**config.mk**
```make
export PLATFORM = sky130hd
export DESIGN_NAME = mem_arbiter
export DESIGN_NICKNAME = d
export VERILOG_FILES = /design/src/rtl/mem_arb_pkg.sv /design/src/rtl/arb_rr2.sv /design/src/rtl/mem_arbiter.sv
export SDC_FILE = /design/constraint.sdc
export NUM_CORES = 1
export LEC_CHECK = 0
export BUFFER_PORTS_ARGS = -buffer_cell sky130_fd_sc_hd__buf_4
export CAP_MARGIN = 20
export CORE_MARGIN = 2
export CORE_UTILIZATION = 35
export CTS_BUF_LIST = sky130_fd_sc_hd__clkbuf_8
export DETAILED_ROUTE_END_ITERATION = 8
export PLACE_DENSITY = 0.65
export SLEW_MARGIN = 10
export SYNTH_ARGS = -nofsm -noshare
export SYNTH_HDL_FRONTEND = slang
export SYNTH_HIERARCHICAL = 1
export SYNTH_SLANG_ARGS = --single-unit
```
**constraint.sdc**
```tcl
create_clock -name clk -period 2.4 [get_ports clk]
set_input_delay 0.36 -clock clk [delete_from_list [all_inputs] [get_ports clk]]
set_output_delay 0.36 -clock clk [all_outputs]
set_load 0.01 [all_outputs]
```
**src/rtl/mem_arb_pkg.sv**
```systemverilog
// mem_arb_pkg: shared types and default sizes for the program/data RAM arbiter.
package mem_arb_pkg;

  localparam int unsigned ADDR_W_DEF  = 8;
  localparam int unsigned DATA_W_DEF  = 16;
  localparam int unsigned RAM_LAT_DEF = 1;
  // Wide enough for RAM_LAT-1 with RAM_LAT in 1..4
  localparam int unsigned CNT_W       = 2;

  typedef enum logic [1:0] {
    ST_IDLE   = 2'd0,
    ST_ACCESS = 2'd1,
    ST_WAIT   = 2'd2,
    ST_RESP   = 2'd3
  } state_e;

  typedef enum logic {
    OWN_FETCH = 1'b0,
    OWN_DATA  = 1'b1
  } owner_e;

endpackage

```
**src/rtl/arb_rr2.sv**
```systemverilog
// arb_rr2: two-input picker (fetch=0, data=1) with a last-owner register.
// MEM_ARB_FIXED_PRIO_EN: when defined, data always wins and no history is kept.
module arb_rr2
  import mem_arb_pkg::*;
(
  input  logic       clk,
  input  logic       rst,
  input  logic [1:0] req_i,
  input  logic       take_i,
  output owner_e     gnt_sel_c_o
);

`ifdef MEM_ARB_FIXED_PRIO_EN
  logic unused_arb;
  assign unused_arb = ^{clk, rst, take_i, req_i[0]};

  // Data has strict priority; fetch only when data is not requesting
  always_comb begin
    gnt_sel_c_o = req_i[1] ? OWN_DATA : OWN_FETCH;
  end
`else
  owner_e last_q;
  owner_e last_d;

  // Last-owner history, starts as DATA so fetch wins the first tie
  always_ff @(posedge clk or negedge rst) begin
    if (!rst) begin
      last_q <= OWN_DATA;
    end else begin
      last_q <= last_d;
    end
  end

  // Single requester wins; on a tie the one that did not go last wins
  always_comb begin
    gnt_sel_c_o = OWN_FETCH;
    last_d      = last_q;
    case (req_i)
      2'b01:   gnt_sel_c_o = OWN_FETCH;
      2'b10:   gnt_sel_c_o = OWN_DATA;
      2'b11:   gnt_sel_c_o = (last_q == OWN_DATA) ? OWN_FETCH : OWN_DATA;
      default: gnt_sel_c_o = OWN_FETCH;
    endcase
    if (take_i) begin
      last_d = gnt_sel_c_o;
    end
  end
`endif

endmodule

```
**src/rtl/mem_arbiter.sv**
```systemverilog
// mem_arbiter: serialises fetch and data accesses onto the single-port RAM,
// waits out RAM_LAT and returns registered read data with a one-cycle valid.
// MEM_ARB_FIXED_PRIO_EN: when defined, data beats fetch on every tie.
module mem_arbiter
  import mem_arb_pkg::*;
#(
  parameter int unsigned ADDR_W  = ADDR_W_DEF,
  parameter int unsigned DATA_W  = DATA_W_DEF,
  parameter int unsigned RAM_LAT = RAM_LAT_DEF
) (
  input  logic              clk,
  input  logic              rst,
  input  logic              fetch_req,
  input  logic [ADDR_W-1:0] fetch_addr,
  output logic              fetch_gnt,
  output logic              fetch_valid,
  output logic [DATA_W-1:0] fetch_rdata,
  input  logic              data_req,
  input  logic              data_we,
  input  logic [ADDR_W-1:0] data_addr,
  input  logic [DATA_W-1:0] data_wdata,
  output logic              data_gnt,
  output logic              data_valid,
  output logic [DATA_W-1:0] data_rdata,
  output logic              ram_en,
  output logic              ram_we,
  output logic [ADDR_W-1:0] ram_addr,
  output logic [DATA_W-1:0] ram_wdata,
  input  logic [DATA_W-1:0] ram_rdata,
  output logic              busy
);

  state_e             state_q, state_d;
  owner_e             owner_q, owner_d;
  logic               we_q, we_d;
  logic [CNT_W-1:0]   cnt_q, cnt_d;
  logic               fetch_gnt_q, fetch_gnt_d;
  logic               data_gnt_q, data_gnt_d;
  logic               fetch_valid_q, fetch_valid_d;
  logic               data_valid_q, data_valid_d;
  logic [DATA_W-1:0]  fetch_rdata_q, fetch_rdata_d;
  logic [DATA_W-1:0]  data_rdata_q, data_rdata_d;
  logic               ram_en_q, ram_en_d;
  logic               ram_we_q, ram_we_d;
  logic [ADDR_W-1:0]  ram_addr_q, ram_addr_d;
  logic [DATA_W-1:0]  ram_wdata_q, ram_wdata_d;
  logic               busy_q, busy_d;
  logic               take_c;
  owner_e             gnt_sel_c;

  arb_rr2 u_arb (
    .clk         (clk),
    .rst         (rst),
    .req_i       ({data_req, fetch_req}),
    .take_i      (take_c),
    .gnt_sel_c_o (gnt_sel_c)
  );

  // State and all output registers
  always_ff @(posedge clk or negedge rst) begin
    if (!rst) begin
      state_q       <= ST_IDLE;
      owner_q       <= OWN_DATA;
      we_q          <= 1'b0;
      cnt_q         <= '0;
      fetch_gnt_q   <= 1'b0;
      data_gnt_q    <= 1'b0;
      fetch_valid_q <= 1'b0;
      data_valid_q  <= 1'b0;
      fetch_rdata_q <= '0;
      data_rdata_q  <= '0;
      ram_en_q      <= 1'b0;
      ram_we_q      <= 1'b0;
      ram_addr_q    <= '0;
      ram_wdata_q   <= '0;
      busy_q        <= 1'b0;
    end else begin
      state_q       <= state_d;
      owner_q       <= owner_d;
      we_q          <= we_d;
      cnt_q         <= cnt_d;
      fetch_gnt_q   <= fetch_gnt_d;
      data_gnt_q    <= data_gnt_d;
      fetch_valid_q <= fetch_valid_d;
      data_valid_q  <= data_valid_d;
      fetch_rdata_q <= fetch_rdata_d;
      data_rdata_q  <= data_rdata_d;
      ram_en_q      <= ram_en_d;
      ram_we_q      <= ram_we_d;
      ram_addr_q    <= ram_addr_d;
      ram_wdata_q   <= ram_wdata_d;
      busy_q        <= busy_d;
    end
  end

  // Next state; pulse outputs are computed one cycle early so they land registered
  always_comb begin
    state_d       = state_q;
    owner_d       = owner_q;
    we_d          = we_q;
    cnt_d         = cnt_q;
    fetch_gnt_d   = 1'b0;
    data_gnt_d    = 1'b0;
    fetch_valid_d = 1'b0;
    data_valid_d  = 1'b0;
    fetch_rdata_d = fetch_rdata_q;
    data_rdata_d  = data_rdata_q;
    ram_en_d      = 1'b0;
    ram_we_d      = 1'b0;
    ram_addr_d    = ram_addr_q;
    ram_wdata_d   = ram_wdata_q;
    take_c        = 1'b0;

    case (state_q)
      ST_IDLE: begin
        if (fetch_req || data_req) begin
          take_c   = 1'b1;
          owner_d  = gnt_sel_c;
          ram_en_d = 1'b1;
          state_d  = ST_ACCESS;
          if (gnt_sel_c == OWN_DATA) begin
            data_gnt_d  = 1'b1;
            we_d        = data_we;
            ram_we_d    = data_we;
            ram_addr_d  = data_addr;
            ram_wdata_d = data_wdata;
          end else begin
            fetch_gnt_d = 1'b1;
            we_d        = 1'b0;
            ram_addr_d  = fetch_addr;
          end
        end
      end
      ST_ACCESS: begin
        cnt_d   = CNT_W'(RAM_LAT - 1);
        state_d = ST_WAIT;
      end
      ST_WAIT: begin
        if (cnt_q == '0) begin
          state_d = ST_RESP;
          if (owner_q == OWN_DATA) begin
            data_valid_d = 1'b1;
            if (!we_q) begin
              data_rdata_d = ram_rdata;
            end
          end else begin
            fetch_valid_d = 1'b1;
            fetch_rdata_d = ram_rdata;
          end
        end else begin
          cnt_d = cnt_q - CNT_W'(1);
        end
      end
      ST_RESP: begin
        state_d = ST_IDLE;
      end
      default: begin
        state_d = ST_IDLE;
      end
    endcase

    busy_d = (state_d != ST_IDLE);
  end

  assign fetch_gnt   = fetch_gnt_q;
  assign data_gnt    = data_gnt_q;
  assign fetch_valid = fetch_valid_q;
  assign data_valid  = data_valid_q;
  assign fetch_rdata = fetch_rdata_q;
  assign data_rdata  = data_rdata_q;
  assign ram_en      = ram_en_q;
  assign ram_we      = ram_we_q;
  assign ram_addr    = ram_addr_q;
  assign ram_wdata   = ram_wdata_q;
  assign busy        = busy_q;

endmodule
```
## After elaboration in Yosys (flattened, before gate mapping)

Index checks and enable logic that the tools add are counted.

| operators by class | value |
|---|---|
| $add $sub $neg | 1 |
| eq/ne operators | 6 |
| mux-type cells | 25 |
| bitwise operators | 2 |
| reduce and logical (&&, ||, !) cells | 10 |

Operator list:

| cell | count |
|---|---|
| 2-to-1 mux 1 bit | 18 |
| == test 2 bit, second input constant | 4 |
| 2-to-1 mux 8 bit | 1 |
| case mux 2 bit (4 select lines) | 1 |
| 2-to-1 mux 2 bit | 3 |
| AND reduction 3 bit | 2 |
| logical NOT 2 bit | 2 |
| case mux 2 bit (2 select lines) | 1 |
| AND reduction 2 bit | 2 |
| AND reduction 4 bit | 1 |
| nonzero test 2 bit | 2 |
| == test 2 x 1 -> 1 bit, second input constant | 1 |
| inequality test 2 bit, second input constant | 1 |
| NOT 1 bit | 2 |
| case mux 1 bit (2 select lines) | 1 |
| subtractor 2 x 1 -> 2 bit, second input constant | 1 |
| logical OR 1 bit | 1 |

| word-level totals | value |
|---|---|
| register bits | 70 |
| output and inout bits | 63 |
| word-level logic and storage cells | 60 |

## Depth between registers and ports, before layout

| logic depth | value |
|---|---|
| depth after elaboration | 5 |
| depth in mapped cells | 8 |
| gate-level depth less buffers | 7 |

## Hierarchy

Netlist, hierarchy kept.

Modules (own cells, without submodules):

| module | times used | cells each | area an instance (um^2) | sequential area each (um^2) |
|---|---|---|---|---|
| mem_arbiter | 1 | 186 | 2767.7 | 1727.9 |
| arb_rr2 | 1 | 3 | 52.6 | 26.3 |

## Least setup slack after synthesis

OpenSTA, ideal clock, no wires.

| path | value |
|---|---|
| path type | register -> register |
| from | register state_q[0] |
| to | register fetch_rdata_q[10], in the netlist fetch_rdata[10] |
| setup time | 0.125 ns |
| data arrival time | 1.522 ns |
| data required time | 2.275 ns |
| setup slack | 0.753 ns |
| stages on the path, launching flop included | 8 |
| buffers on the path | 2 |
| period minus slack after synthesis | 1.647 ns |
| cells stage by stage | dfrtp_1 inv_1 ha_1 nand2_1 or2_1 buf_6 buf_12 mux2_4 |

| on the way | value |
|---|---|
| word-level cells in the longest chain between the ends | 2 |

Ends and longest elaborated chain:

| item | RTL line | text |
|---|---|---|
| start: declaration | mem_arbiter.sv:33 | `state_e state_q, state_d;` |
| start signal: assignment | mem_arbiter.sv:78 | `state_q <= state_d;` |
| == test 2 bit | mem_arbiter.sv:114 | `case (state_q)` |
| AND reduction 3 bit (no source line) | n/a |  |
| end signal: assignment | mem_arbiter.sv:86 | `fetch_rdata_q <= fetch_rdata_d;` |
| end: declaration | mem_arbiter.sv:41 | `logic [DATA_W-1:0] fetch_rdata_q, fetch_rdata_d;` |

Every way passes these cells.
A chain may end at the register's enable or synchronous reset.

## Worst setup path in the final report

| path | value |
|---|---|
| from | register state_q[0] |
| to | register ram_wdata_q[3], in the netlist ram_wdata[3] |

| on the way | value |
|---|---|
| word-level cells in the longest chain between the ends | 2 |

Ends and longest elaborated chain:

| item | RTL line | text |
|---|---|---|
| logical NOT 2 bit | mem_arbiter.sv:114 |  |
| AND reduction 3 bit (no source line) | n/a |  |
| end signal: assignment | mem_arbiter.sv:91 | `ram_wdata_q <= ram_wdata_d;` |
| end: declaration | mem_arbiter.sv:46 | `logic [DATA_W-1:0] ram_wdata_q, ram_wdata_d;` |

Every way passes these cells.

==> impl_metrics.py <==
metrics = {
    "floorplanning": {
        "core_area_um2": 7770,
        "start_util_pct": 36.3,
        "io-pin-count": 116,
        "num_rows": 32,
        "die_w_um": 93.8,
        "die_area_um2": 8790,
        "fp.dieH_um": 93.8,
    },
    "sta": {
        "hold_viol": 0,
        "finalSetupViolCount": 0,
        "finalSetupTns_ns": 0,
        "post-route-period-util_pct": 75.3,
        "worst_pin_slew_ns": 0.893,
        "slew_headroom_pct": 40.5,
        "rsz0062_at_grt": "no",
        "maxSlewViolCount": 0,
        "min_period_ns": 1.81,
        "fmax_mhz": 553,
        "skew_ns": 0.00976,
    },
    "detailed_routing": {
        "avgViaCountPerCell": 4.52,
        "dr.pass1.iters": 3,
        "drt_iter0_markers": 33,
        "num_vias": 1884,
        "drc": 0,
        "wirelength_um": 5740,
        "wire_per_inst_um": 13.8,
        "ant_nets": 0,
    },
    "synth": {
        "synth_async_sr_flop_share_pct": 100,
        "syn_area_um2": 2820,
        "synth_cell_types": 28,
        "synth_common_cells": "68 x dfrtp_1, 37 x mux2_2, 14 x nand2_1",
        "syn-instance-count": 189,
        "synth_edf_count": 0,
        "syn_avg_cell_area_um2": 14.9,
        "synthTopCellsByArea": "dfrtp_1 60%, mux2_2 15%, mux2_4 6.4%, mux2i_1 2.8%, o21ai_0 2.0%",
        "synth_seq_cells": 70,
        "yosysSeqAreaShare_pct": 62.2,
        "synth_most_common_cell": "dfrtp_1",
        "synth_top_area_share_pct": 60.3,
        "yosys_warnings": 6,
        "syn_nets": 246,
        "ys.flop_type": "dfrtp_1",
        "synth.largest_area_cell": "dfrtp_1",
    },
    "setup_path": {
        "cp-end-kind": "flip-flop",
        "critPathTopFamily": "buffers and inverters",
        "cp_max_fo": 17,
        "required_ns": 2.62,
        "critPathSlowestCell": "dfrtp_1",
        "cp-start-kind": "flip-flop",
        "crit_path_cell_trace": "inv_1 -> ha_1 -> o21ai_1 -> inv_1 -> nand2_1 -> inv_2 -> mux2_2",
        "cpPeakStageDelay_ns": 0.41,
        "worstPathArrival_ns": 2.03,
        "crit_top_cell": "inv_1",
        "critPathBufInv": 3,
        "criticalPathCategory": "reg2reg",
    },
    "global_route": {
        "grt_pass1_wl_um": 9200,
        "grt_overflow_total": 0,
        "groute.usage.overall_pct": 13.5,
        "grt_pass1_vias": 1947,
        "grt_max_degree": 71,
        "antenna_found_initial": 0,
    },
    "place": {
        "port_buffers": 115,
        "dp_hpwl_um": 4210,
        "place_congestion": 0.694,
    },
    "layout": {
        "n_antenna_cell": 0,
        "final_nets": 367,
        "area.growth.synth_to_final_pct": 42.3,
        "layout-drive-gt1-share_pct": 60.0,
    },
    "clock_network": {
        "cts_resized": 0,
        "cts_root_buf": "clkbuf_8",
        "cts.sinks": 70,
        "htree_levels": 3,
        "clock_path_buffers": 2,
        "cts_tree": "built",
        "postCtsHoldBufs": 0,
        "worst_skew_pair.late_latency_ns": 0.33,
        "clk_pin_slew_ns": 0.08,
        "cts_buffers": 9,
        "cts_setup_buffers": 0,
    },
    "pwr": {
        "p_per_area_nw_per_um2": 1380,
        "finalPower_uw": 5550,
        "peakVddDrop_mv": 0.470,
        "p_leak_uw": 0.00201,
    },
    "outcome": {
        "status": "completed",
    },
    "flow_run": {
        "cap_violations": 0,
    },
    "hold_path": {
        "min_path_type": "in2async",
    },
}
==> cell families (layout without fill, tap and decap cells) <==
kind of cell	count (synthesis)	count (layout)	share of synthesized area, %
AO/OA/AOI/OAI	17	17	3.50
AND/OR/NAND/NOR	22	22	3.68
flip-flops	70	70	62.2
multiplexers	57	57	24.0
buffers and inverters	18	144	4.52
adder cells (fa/ha/maj)	4	4	1.77
XOR/XNOR	1	1	0.311
==> placed cells by master, fill, tap and decap left out <==
cell	n
nand2b_2	1
clkinv_4	3
nor2_1	3
a22oi_1	1
nand2_1	14
mux2_2	37
ha_1	4
nor3b_1	1
mux2_4	12
inv_1	9
o21ai_0	11
o31ai_1	1
o21ai_1	1
or2_1	1
dfstp_2	2
bufinv_16	4
a21boi_2	1
dfrtp_1	68
xnor2_1	1
a21oi_1	1
a21o_1	1
clkbuf_8	9
nor4_1	1
buf_4	118
and3_4	1
mux2i_1	8
inv_2	1
==> worst reg2reg max path, stage by stage (launching register included) <==
cell     delay, ns
dfrtp_1       0.41
inv_1         0.09
ha_1          0.19
o21ai_1       0.09
inv_1         0.11
nand2_1       0.12
inv_2         0.31
mux2_2        0.38
==> report_power, final <==
group	switching [µW]	internal, µW
Clock	448	801
Sequential	284	1760
Combinational	934	1320
Total	1670	3880
==> registers in the layout, indices dropped and copies added (netlist names), 2 cells and up <==
| signal | flops |
|---|---|
| ram_wdata | 16 |
| fetch_rdata | 16 |
| state_q | 2 |
| ram_addr | 8 |
| data_rdata | 16 |
| cnt_q | 2 |
==> path summary, 6_finish.rpt <==
| check | start | endpoint | slack, ns | cells after the start |
|---|---|---|---|---|
| worst max-delay path | state_q[0] | ram_wdata[3] | 0.59 | 7 |
| worst min-delay path | rst | data_rdata[15] | 0.12 | 1 |
| worst max register to register | state_q[0] | ram_wdata[3] | 0.59 | 7 |
| worst min register to register | owner_q | owner_q | 0.48 | 2 |
| max in group asynchronous | rst | data_rdata[3] | 1.66 | 1 |
| min in group clk | data_wdata[6] | ram_wdata[6] | 0.25 | 2 |
==> per-layer routing <==
layer / wire length, µm / vias to the layer above / track usage (%)
met1: 2430 / 901 / 16.4
met3: 605 / 11 / 6.26
li1: - / 890 / -
met2: 2610 / 82 / 20.7
met5: 0 / - / 0
met4: 82 / 0 / 5.80
==> per-stage QoR <==
stage          worst slack (ns)  hold WS, ns  util [%]  instances  area (µm²)
5_1_grt                   0.425        0.221      51.7        417        4010
2_1_floorplan             0.753       0.0644         -        189        2820
3_5_place_dp              0.575        0.467      48.2        401        3740
6_report                  0.592        0.124      51.7        417        4010
4_1_cts                   0.553        0.170      51.7        417        4010
3_3_place_gp              0.635        0.463      48.2        401        3740
==> cell type report <==
| cell class | instances | area (µm²) |
|---|---|---|
| clock buffers | 9 | 124 |
| inverters | 10 | 37.5 |
| clock inverters | 7 | 146 |
| multi-input cells | 101 | 938 |
| well taps | 102 | 128 |
| repair buffers | 118 | 886 |
| flip-flops and latches | 70 | 1750 |
| fillers | 704 | 3750 |
Note: power is estimated with default switching activity, not from simulation.
